**config.mk**
```make
export PLATFORM = sky130hd
export DESIGN_NAME = simple_bus_responder
export DESIGN_NICKNAME = d
export VERILOG_FILES = /design/src/rtl/simple_bus_responder.sv
export SDC_FILE = /design/constraint.sdc
export NUM_CORES = 1
export LEC_CHECK = 0
export ABC_AREA = 1
export CORE_MARGIN = 1
export CORE_UTILIZATION = 55
export CTS_BUF_LIST = sky130_fd_sc_hd__clkbuf_2
export CTS_CLUSTER_DIAMETER = 30
export DETAILED_ROUTE_END_ITERATION = 6
export PLACE_DENSITY = 0.71
export REMOVE_ABC_BUFFERS = 1
export SYNTH_ARGS = -nofsm -noshare
export SYNTH_HDL_FRONTEND = slang
export SYNTH_SLANG_ARGS = --single-unit
```
**constraint.sdc**
```tcl
create_clock -name clk -period 4.44 [get_ports clk]
set_input_delay 0.444 -clock clk [delete_from_list [all_inputs] [get_ports clk]]
set_output_delay 0.444 -clock clk [all_outputs]
set_load 0.01 [all_outputs]
```
**src/rtl/simple_bus_responder.sv**
```systemverilog
// simple_bus_responder: 8-bit request/response slave with RAM and CSRs.
// Fixed wait-state latency, one registered response per accepted request.
module simple_bus_responder #(
    parameter int WAIT_CYCLES = 2
) (
    input  logic       clk,
    input  logic       rst_n,
    input  logic       s_req,
    input  logic       s_rw,
    input  logic [7:0] s_addr,
    input  logic [7:0] s_wdata,
    output logic [7:0] s_rdata,
    output logic       s_valid
);

    typedef enum logic [1:0] {
        ST_IDLE,
        ST_WAIT,
        ST_RESP,
        ST_HOLD
    } state_t;

    localparam bit LP_NOWAIT = (WAIT_CYCLES == 0);
    localparam logic [3:0] LP_LOAD =
        (WAIT_CYCLES > 0) ? 4'(WAIT_CYCLES - 1) : 4'd0;

    state_t     r_state;
    logic [3:0] r_cnt;
    logic       r_rw;
    logic [7:0] r_addr;
    logic [7:0] r_wdata;
    logic [7:0] r_rdata;
    logic       r_valid;
    logic [7:0] r_wcnt;
    logic [1:0] r_status;
    logic [7:0] r_mem [0:63];

    logic       w_accept;
    logic       w_commit;
    logic       w_rw;
    logic [7:0] w_addr;
    logic [7:0] w_wdata;
    logic       w_ram;
    logic       w_id;
    logic       w_wc;
    logic       w_st;
    logic       w_unm;
    logic [7:0] w_rd_data;

    // With no wait states the access commits on the accepting edge,
    // before the capture registers are loaded, so bypass them in IDLE.
    assign w_accept = (r_state == ST_IDLE) && s_req;
    assign w_commit = (w_accept && LP_NOWAIT)
                    || ((r_state == ST_WAIT) && (r_cnt == 4'd0));
    assign w_rw    = (r_state == ST_IDLE) ? s_rw    : r_rw;
    assign w_addr  = (r_state == ST_IDLE) ? s_addr  : r_addr;
    assign w_wdata = (r_state == ST_IDLE) ? s_wdata : r_wdata;

    assign w_ram = (w_addr[7:6] == 2'b00);
    assign w_id  = (w_addr == 8'h40);
    assign w_wc  = (w_addr == 8'h41);
    assign w_st  = (w_addr == 8'h42);
    assign w_unm = !(w_ram || w_id || w_wc || w_st);

    // Read mux over the address map; unmapped reads return zero
    always_comb begin
        w_rd_data = 8'h00;
        unique case (1'b1)
            w_ram:   w_rd_data = r_mem[w_addr[5:0]];
            w_id:    w_rd_data = 8'hA5;
            w_wc:    w_rd_data = r_wcnt;
            w_st:    w_rd_data = {6'b0, r_status};
            default: w_rd_data = 8'h00;
        endcase
    end

    // Handshake FSM with capture, wait counter and registered response
    always_ff @(posedge clk or negedge rst_n) begin
        if (!rst_n) begin
            r_state <= ST_IDLE;
            r_cnt   <= 4'd0;
            r_rw    <= 1'b0;
            r_addr  <= 8'h00;
            r_wdata <= 8'h00;
            r_rdata <= 8'h00;
            r_valid <= 1'b0;
        end else begin
            r_valid <= 1'b0;
            case (r_state)
                ST_IDLE: begin
                    if (s_req) begin
                        r_rw    <= s_rw;
                        r_addr  <= s_addr;
                        r_wdata <= s_wdata;
                        if (LP_NOWAIT) begin
                            r_state <= ST_RESP;
                        end else begin
                            r_state <= ST_WAIT;
                            r_cnt   <= LP_LOAD;
                        end
                    end
                end
                ST_WAIT: begin
                    if (r_cnt == 4'd0) begin
                        r_state <= ST_RESP;
                    end else begin
                        r_cnt <= r_cnt - 4'd1;
                    end
                end
                ST_RESP: begin
                    r_state <= s_req ? ST_HOLD : ST_IDLE;
                end
                ST_HOLD: begin
                    if (!s_req) begin
                        r_state <= ST_IDLE;
                    end
                end
                default: r_state <= ST_IDLE;
            endcase
            if (w_commit) begin
                r_valid <= 1'b1;
                r_rdata <= w_rw ? w_rd_data : 8'h00;
            end
        end
    end

    // Write counter and sticky error flags, updated on the commit edge
    always_ff @(posedge clk or negedge rst_n) begin
        if (!rst_n) begin
            r_wcnt   <= 8'h00;
            r_status <= 2'b00;
        end else if (w_commit) begin
            if (!w_rw) begin
                unique case (1'b1)
                    w_ram:   r_wcnt      <= r_wcnt + 8'd1;
                    w_id:    r_status[1] <= 1'b1;
                    w_wc:    r_wcnt      <= 8'h00;
                    w_st:    r_status    <= r_status & ~w_wdata[1:0];
                    default: r_status[0] <= 1'b1;
                endcase
            end else if (w_unm) begin
                r_status[0] <= 1'b1;
            end
        end
    end

    // RAM array is deliberately not reset
    always_ff @(posedge clk) begin
        if (rst_n && w_commit && !w_rw && w_ram) begin
            r_mem[w_addr[5:0]] <= w_wdata;
        end
    end

    assign s_rdata = r_rdata;
    assign s_valid = r_valid;

endmodule

```
==> metrics.md, run 1 <==
| Metric | Value |
|---|---|
| Met3 WL | `roughly 5500 um` |
| Port Buffer Count | `28` |
| Avg Inst Size Synth | `10.1 um^2` |
| CP Data Arrival Time | `approximately 4700 ps` |
| Critical path type | `reg2reg` |
| Reg clk slew, reported paths | `approximately 100 ps` |
| Yosys warns | `0` |
| Post-Syn Instances | `~2400` |
| Rel. slew slack | `0.186` |
| Number of CTS-inserted buffers | `between 100 and 150` |
| CP cell instances | `inv_1, nand2_1, buf_4, nand2_1, nand2_8, nand3_1, nor2_1` |
| Required time of the critical path | `approximately 5300 ps` |
| Via Count | `around 17000` |
| Worst-Margin Slew | `about 1200 ps` |
| Clk network pwr share | `0.188` |
| Layout Nets | `2532` |
| Power Dens Cells | `about 710 nW/um^2` |
| WL per Instance | `roughly 19 um` |
| Seq cells post-synth | `~550` |
| Final-layout fill cell count | `between 3000 and 4000` |
| Post-route ant nets | `0` |
| Max Cap Viol | `0` |
| Detailed Place HPWL | `approximately 36000 um` |
| Die height | `roughly 210 um` |
| Seq pwr share | `0.368` |
| FP Rows | `76` |
| Share of layout cells above drive strength 1 | `0.119` |
| Synth cell types | `35` |
| Detail-routed via count per cell | `~5.3` |
| Net Sw Frac | `0.455` |
| Max VDD drop | `0.530 mV` |
| Total internal power | `about 10 mW` |
| Pin count of the biggest net entering global routing | `about 150` |
| Max stage delay on crit path | `around 810 ps` |
| P&R area growth vs syn | `11.1%` |
| TritonRoute pass-1 iters | `6` |
| Critical path launch point type | `flip-flop` |
| Global placer's final weighted congestion | `about 0.89` |
| Full die area | `~44000 um^2` |
| CP Capture Type | `flip-flop` |
| Clock period minus worst slack | `approximately 3800 ps` |
| RSZ-0062 raised after global routing | `false` |
| Detailed Route WL | `~61000 um` |
| Vias in the first global route | `~16000` |
| Mapped cell area | `24000 um^2` |
| Iter 0 DRT Violations | `about 1700` |
| Top sig layer | `met5` |
| Fin. max-slew vios | `0` |
| IO Count | `29` |
| Initial antenna violation count | `2` |
| Wl on met1 | `between 20000 and 25000 um` |
| Cell Area, Placed | `between 20000 and 30000 um^2` |
| CTS tree | `yes` |
| Final Cycle Share | `0.863` |
| Leak Pwr | `~11 nW` |
| Sequential area share after synthesis | `0.686` |
| FMAX | `0.261 GHz` |
| Met2 Routed Length | `roughly 28000 um` |
| Clock sink count | `between 500 and 600` |
| CP max-delay cell | `nor2_1` |
| DIE WIDTH | `between 200 and 250 um` |
| Congestion Overflow GR | `0` |
| Most used cell, CP | `nand2_1` |
| Total GRT Usage | `0.284` |
| Final WS setup | `between 600 and 700 ps` |
| DRC | `0` |
| Switching Power | `between 8 and 9 mW` |
| Run status | `complete, no violations` |
| Worst-Skew Late Latency | `between 1000 and 1500 ps` |
| HP Class | `in2reg` |
| Final number of setup-violating endpoints | `0` |
| Combinational Power Share | `0.444` |
| Endpoints failing hold | `0` |
| DP Worst Slack | `689 ps` |
| Root buffer cell | `clkbuf_2` |
| Critical path buffers and inverters | `2` |
| Starting density of the core | `0.557` |
| CTS H-tree lvls | `4` |
| Delay-heaviest family, CP | `simple AND/OR/NAND/NOR gates` |
| Maximum root-to-sink buffer count | `3` |
| Final Skew | `94.2 ps` |
| Post-route design area | `between 20000 and 30000 um^2` |
| First-pass GRT wire length | `about 93000 um` |
| Worst hold margin | `328 ps` |
| Core area | `about 43000 um^2` |
| CP Max Fanout | `74` |
## sequential cells by signal, summed over array words and instances (netlist names)
signal    flops
s_valid       1
r_cnt         4
s_rdata       8
r_mem       512
r_wdata       8
r_rw          1
r_state       2
r_addr        8
r_wcnt        8
r_status      2
## power groups by stage
| stage | Sequential [mW] | Clock [mW] | Combinational (mW) |
|---|---|---|---|
| CTS | 6.98 | 3.65 | 8.34 |
| global route | 7.00 | 3.89 | 9.16 |
| detailed placement | 7.09 | 0 | 8.29 |
| global placement | 7.09 | 0 | 8.17 |
| finish | 6.98 | 3.57 | 8.43 |
| floorplan | 7.21 | 0 | 5.04 |
## final timing paths
kind	cells past startpoint	slack, ps	from	endpoint
setup / recovery	7	610	r_state[1]$_DFFE_PN0P_	r_mem[40][3]$_DFFE_PP_
hold / removal	4	330	s_addr[5]	r_addr[5]$_DFFE_PN0P_
setup reg to reg	7	610	r_state[1]$_DFFE_PN0P_	r_mem[40][3]$_DFFE_PP_
hold reg to reg	2	500	r_addr[4]$_DFFE_PN0P_	r_addr[4]$_DFFE_PN0P_
max in group asynchronous	4	3620	rst_n	r_wdata[1]$_DFFE_PN0P_
min in group asynchronous	4	410	rst_n	r_addr[5]$_DFFE_PN0P_
## area by class of cell
class	instances	area (um^2)	area share
Sequential cell	554	16400	0.617
Tap cell	585	732	0.0275
Inverter	297	1110	0.0419
Timing Repair Buffer	104	953	0.0358
Clock buffer	199	996	0.0374
Multi-Input combinational cell	1411	6050	0.227
Clock inverter	45	339	0.0127
Antenna cell	2	5.00	0.000188
## placed cells by master, fill, tap and decap left out, drive strengths merged
| cell type | netlist | routed |
|---|---|---|
| o31ai | 2 | 2 |
| nor2 | 114 | 114 |
| clkbuf | 25 | 199 |
| clkinvlp | 0 | 2 |
| dfrtp | 42 | 42 |
| diode | 0 | 2 |
| clkinv | 3 | 36 |
| nand3 | 165 | 165 |
| nor3b | 1 | 1 |
| a32o | 1 | 1 |
| o21ai | 92 | 92 |
| inv | 294 | 299 |
| buf | 73 | 54 |
| dlygate4sd3 | 0 | 23 |
| bufinv | 0 | 5 |
| ha | 3 | 3 |
| o22ai | 6 | 6 |
| clkdlybuf4s50 | 0 | 27 |
| xor2 | 2 | 2 |
| a21oi | 18 | 18 |
| and2 | 3 | 3 |
| o211ai | 1 | 1 |
| edfxtp | 512 | 512 |
| nand4 | 29 | 29 |
| a211oi | 1 | 1 |
| a31oi | 1 | 1 |
| nor3 | 18 | 18 |
| nand2 | 954 | 954 |
## logic make-up after synthesis
logic type | after synthesis | synth area share
AND/OR/NAND/NOR | 1284 | 0.217
flip-flops | 554 | 0.686
XOR/XNOR | 2 | 0.000731
buffers and inverters | 395 | 0.0663
AO/OA/AOI/OAI | 122 | 0.0286
adder cells (fa/ha/maj) | 3 | 0.00157
## worst register-to-register path: stages, from the launching register on
cell and delay [ps]:
dfrtp_1 380, inv_1 70, nand2_1 470, buf_4 310
nand2_1 150, nand2_8 400, nand3_1 830, nor2_1 820
## stage by stage
stage                     setup TNS (ps)  total power [mW]  instances   util
after global routing                   0              20.1       3197  0.619
after detailed placement               0              15.4       2928  0.583
after global placement                 0              15.3       2928  0.583
final                                  0              19.0       3197  0.619
after CTS                              0              19.0       3195  0.619
after floorplan                  -314300              12.2       2262      -
## routing by layer
metal | vias up | global-route usage
met3 | 130 | 0.0787
met1 | 7896 | 0.373
met2 | 730 | 0.446
li1 | 8048 | -
met5 | - | 0
met4 | 2 | 0.124
## synth_stat cells
| cell | number | share of area |
|---|---|---|
| nand4_2 | 1 | 0.00052 |
| nor3b_1 | 1 | 0.00031 |
| o21ai_4 | 2 | 0.0014 |
| a21oi_4 | 1 | 0.00068 |
| o21ai_0 | 87 | 0.018 |
| clkbuf_1 | 25 | 0.0039 |
| inv_2 | 6 | 0.00094 |
| buf_1 | 2 | 0.00031 |
| o21ai_2 | 1 | 0.00037 |
| buf_4 | 7 | 0.0022 |
| o31ai_1 | 2 | 0.00063 |
| xor2_1 | 2 | 0.00073 |
| nor3_2 | 7 | 0.0029 |
| dfrtp_1 | 42 | 0.044 |
| nand3_1 | 164 | 0.034 |
| clkinv_1 | 3 | 0.00047 |
| o211ai_1 | 1 | 0.00031 |
| o21ai_1 | 2 | 0.00042 |
| a31oi_1 | 1 | 0.00026 |
| a211oi_4 | 1 | 0.00084 |
| ha_1 | 3 | 0.0016 |
| a32o_1 | 1 | 0.00042 |
| nand4_1 | 28 | 0.0073 |
| a21oi_1 | 17 | 0.0036 |
| nor2_1 | 112 | 0.018 |
| o22ai_1 | 6 | 0.0016 |
| edfxtp_1 | 512 | 0.64 |
| buf_2 | 64 | 0.013 |
| nor2_2 | 2 | 0.00052 |
| nand3_4 | 1 | 0.00073 |
| and2_1 | 3 | 0.00078 |
| nor3_1 | 11 | 0.0023 |
| inv_1 | 288 | 0.045 |
| nand2_1 | 951 | 0.15 |
| nand2_2 | 3 | 0.00078 |
## timing repair
action	4_1_cts	5_1_grt
hold endpoints to repair	98	0
hold buffers	23	0
gates resized for setup	0	0
buffers inserted	0	0
Power figures use the tool's default switching activity.
==> run 2: changes to the inputs <==
--- a/config.mk
+++ b/config.mk
@@ -6,12 +6,13 @@
 export NUM_CORES = 1
 export LEC_CHECK = 0
 export ABC_AREA = 1
-export CORE_MARGIN = 1
+export CORE_MARGIN = 10
 export CORE_UTILIZATION = 55
 export CTS_BUF_LIST = sky130_fd_sc_hd__clkbuf_2
 export CTS_CLUSTER_DIAMETER = 30
 export DETAILED_ROUTE_END_ITERATION = 6
 export PLACE_DENSITY = 0.71
+export RECOVER_POWER = 25
 export REMOVE_ABC_BUFFERS = 1
 export SYNTH_ARGS = -nofsm -noshare
 export SYNTH_HDL_FRONTEND = slang
==> metrics.md, run 2 (same netlist as run 1, synthesis figures left out) <==
| Metric | Value |
|---|---|
| Root buffer cell | `clkbuf_2` |
| Post-route ant nets | `0 (unchanged)` |
| CP max-delay cell | `o21ai_1` |
| Endpoints failing hold | `0 (unchanged)` |
| Share of layout cells above drive strength 1 | `0.111 (-0.00749)` |
| Core area | `43100 um^2 (+0.22%)` |
| Finished Layout Cells | `3185 (-0.38%)` |
| R2R depth | `4 (-3)` |
| Run status | `complete, but fails checks` |
| Detail-routed via count per cell | `5.33 (+1.5%)` |
| Setup crit start | `r_state[0]$_DFFE_PN0P_` |
| CP Capture Type | `flip-flop` |
| CP cell instances | `inv_1, nand2_1, buf_4, o21ai_1` |
| Fin. max-slew vios | `308 (+308)` |
| Via Count | `16989 (+1.1%)` |
| CTS tree | `yes` |
| IO Count | `29 (unchanged)` |
| Iter 0 DRT Violations | `1862 (+12%)` |
| Crit path to | `r_mem[42][2]$_DFFE_PP_` |
| DRC | `1 (+1)` |
| CP Data Arrival Time | `4390 ps (-270 ps)` |
| TritonRoute pass-1 iters | `7 (+1)` |
| Multi-input gate area | `5990 um^2 (-1.0%)` |
| HP Class | `in2reg` |
| Detailed Route WL | `59600 um (-1.5%)` |
| RSZ-0062 raised after global routing | `false` |
| Critical path type | `reg2reg` |
| Initial antenna violation count | `3 (+1)` |
| CP Max Fanout | `31 (-58%)` |
| P&R area growth vs syn | `10.6%` |
| FP Rows | `76 (unchanged)` |
| Final Skew | `89.8 ps (-4.41 ps)` |
| Maximum root-to-sink buffer count | `3 (unchanged)` |
| R2r startpoint | `r_state[0]$_DFFE_PN0P_` |
| Clock sink count | `554 (unchanged)` |
| Final Cycle Share | `0.904 (+0.0410)` |
| Post_cts resized | `0 (unchanged)` |
| Worst-Skew Late Latency | `1120 ps (-150 ps)` |
| CTS H-tree lvls | `4 (unchanged)` |
| Critical path buffers and inverters | `2 (unchanged)` |
| Failing checks | `DRC, capacitance limit, slew limit` |
| Total negative slack | `0 ps (unchanged)` |
| Full die area | `52300 um^2 (+18%)` |
| Detailed Place HPWL | `35400 um (-2.2%)` |
| Sequential Area | `16400 um^2 (unchanged)` |
| Max reg flops | `512 (unchanged)` |
| Worst-Margin Slew | `3260 ps (+2040 ps)` |
| Flop-to-flop setup slack | `430 ps (-180 ps)` |
| Vias in the first global route | `16692 (+1.5%)` |
| Critical path launch point type | `flip-flop` |
| Delay-heaviest family, CP | `compound AO/OA/AOI/OAI gates` |
| Max VDD drop | `0.426 mV (-20%)` |
| Rel. slew slack | `-1.19 (-1.37)` |
| Critical path depth | `4 (-3)` |
| Dpl cells | `2917 (-0.38%)` |
| Number of CTS-inserted buffers | `142 (+0.71%)` |
| First-pass GRT wire length | `91900 um (-1.1%)` |
| Commonest cells after routing, fill and taps aside | `nand2_1, edfxtp_1, inv_1` |
| Die height | `229 um (+8.5%)` |
| DP Worst Slack | `646 ps (-42.9 ps)` |
| Most common cell after layout, fill and taps aside | `nand2_1` |
| WL per Instance | `18.7 um (-1.1%)` |
| Congestion Overflow GR | `0 (unchanged)` |
| Global placer's final weighted congestion | `0.931 (+4.2%)` |
| Final-layout fill cell count | `3506 (-1.1%)` |
| Final number of setup-violating endpoints | `0 (unchanged)` |
| Reg clk slew, reported paths | `110 ps (about the same)` |
| Pin count of the biggest net entering global routing | `90 (-40%)` |
| Max stage delay on crit path | `2410 ps (+1600 ps)` |
| Hold-critical path depth | `3 (-1)` |
| Port Buffer Count | `28 (unchanged)` |
| Clock period minus worst slack | `4010 ps (+182 ps)` |
| R2r endpoint | `r_mem[42][2]$_DFFE_PP_` |
| Required time of the critical path | `4820 ps (-450 ps)` |
| FMAX | `0.249 GHz (-4.5%)` |
| DIE WIDTH | `229 um (+8.5%)` |
| Layout Nets | `2516 (-0.63%)` |
| Leak Pwr | `11.2 nW (-0.43%)` |
| Power Dens Cells | `721 nW/um^2 (+1.1%)` |
| Total GRT Usage | `0.226 (-0.0578)` |
| Max Cap Viol | `8 (+8)` |
| Starting density of the core | `0.556 (-0.00123)` |
| Worst hold margin | `24.5 ps (-303 ps)` |
| Final WS setup | `428 ps (-182 ps)` |
-- run 2: changes by cell type in the layout (fill, tap and decap cells not counted), sizes merged --
cell / delta
buf: -18
bufinv: +5
clkbuf: +4
clkinv: +3
diode: +1
dlygate4sd3: -6
inv: -1
-- run 2: routing by layer --
layer | vias up | track usage | part of all wire
met1 | 7957 | 0.287 | 0.39
met3 | 156 | 0.0573 | 0.10
met5 | - | 0 | 0.00029
li1 | 8025 | - | -
met2 | 849 | 0.361 | 0.47
met4 | 2 | 0.104 | 0.038
-- run 2: area by class of cell --
type | instances | share of cell area
diodes | 3 | 0.000283
clock buffers | 196 | 0.0370
clock inverters | 52 | 0.0180
inverters | 297 | 0.0421
multi-input cells | 1411 | 0.226
flip-flops and latches | 554 | 0.620
well taps | 585 | 0.0276
repair buffers | 87 | 0.0293
-- run 2: worst min-delay path by stage --
| stage | slack (ps) | end | start |
|---|---|---|---|
| floorplan | 150 | r_addr[0]$_DFFE_PN0P_ | rst_n |
| global placement | 470 | r_wdata[7]$_DFFE_PN0P_ | r_wdata[7]$_DFFE_PN0P_ |
| detailed placement | 470 | s_rdata[5]$_DFFE_PN0P_ | s_rdata[5]$_DFFE_PN0P_ |
| CTS | 0.3 | r_addr[0]$_DFFE_PN0P_ | s_req |
| global route | -40 | r_wdata[6]$_DFFE_PN0P_ | s_wdata[6] |
| finish | 20 | r_wdata[6]$_DFFE_PN0P_ | s_wdata[6] |
-- run 2: repair_timing --
action	in CTS	in global routing
buffers inserted	0	0
hold endpoints to repair	64	1
hold buffers	16	1
-- run 2: tightest hold or removal path, stage by stage --
cell,delay (ps)
clkdlybuf4s50_1,410
inv_1,80
o21ai_0,80
-- run 2: power breakdown --
part / switching (mW) / total [mW] / internal, mW / leakage (nW)
combinational: 6.36 / 8.24 / 1.89 / 5.03
sequential: 0.0993 / 7.03 / 6.93 / 5.16
clock: 2.06 / 3.84 / 1.78 / 1.05
-- run 2: through the flow --
| step | area, um^2 | util | power (mW) |
|---|---|---|---|
| floorplan | 23500 | - | 12.2 |
| global placement | 25000 | 0.579 | 15.2 |
| detailed placement | 25000 | 0.579 | 15.3 |
| CTS | 26600 | 0.617 | 19.1 |
| global route | 26500 | 0.615 | 20.2 |
| finish | 26500 | 0.615 | 19.1 |
==> run 3: changes to the inputs <==
--- a/config.mk
+++ b/config.mk
@@ -17,3 +17,4 @@
 export SYNTH_ARGS = -nofsm -noshare
 export SYNTH_HDL_FRONTEND = slang
 export SYNTH_SLANG_ARGS = --single-unit
+export TNS_END_PERCENT = 30
==> results of run 3 <==
The final DEF is identical to that of run 2; final timing and power are the same.
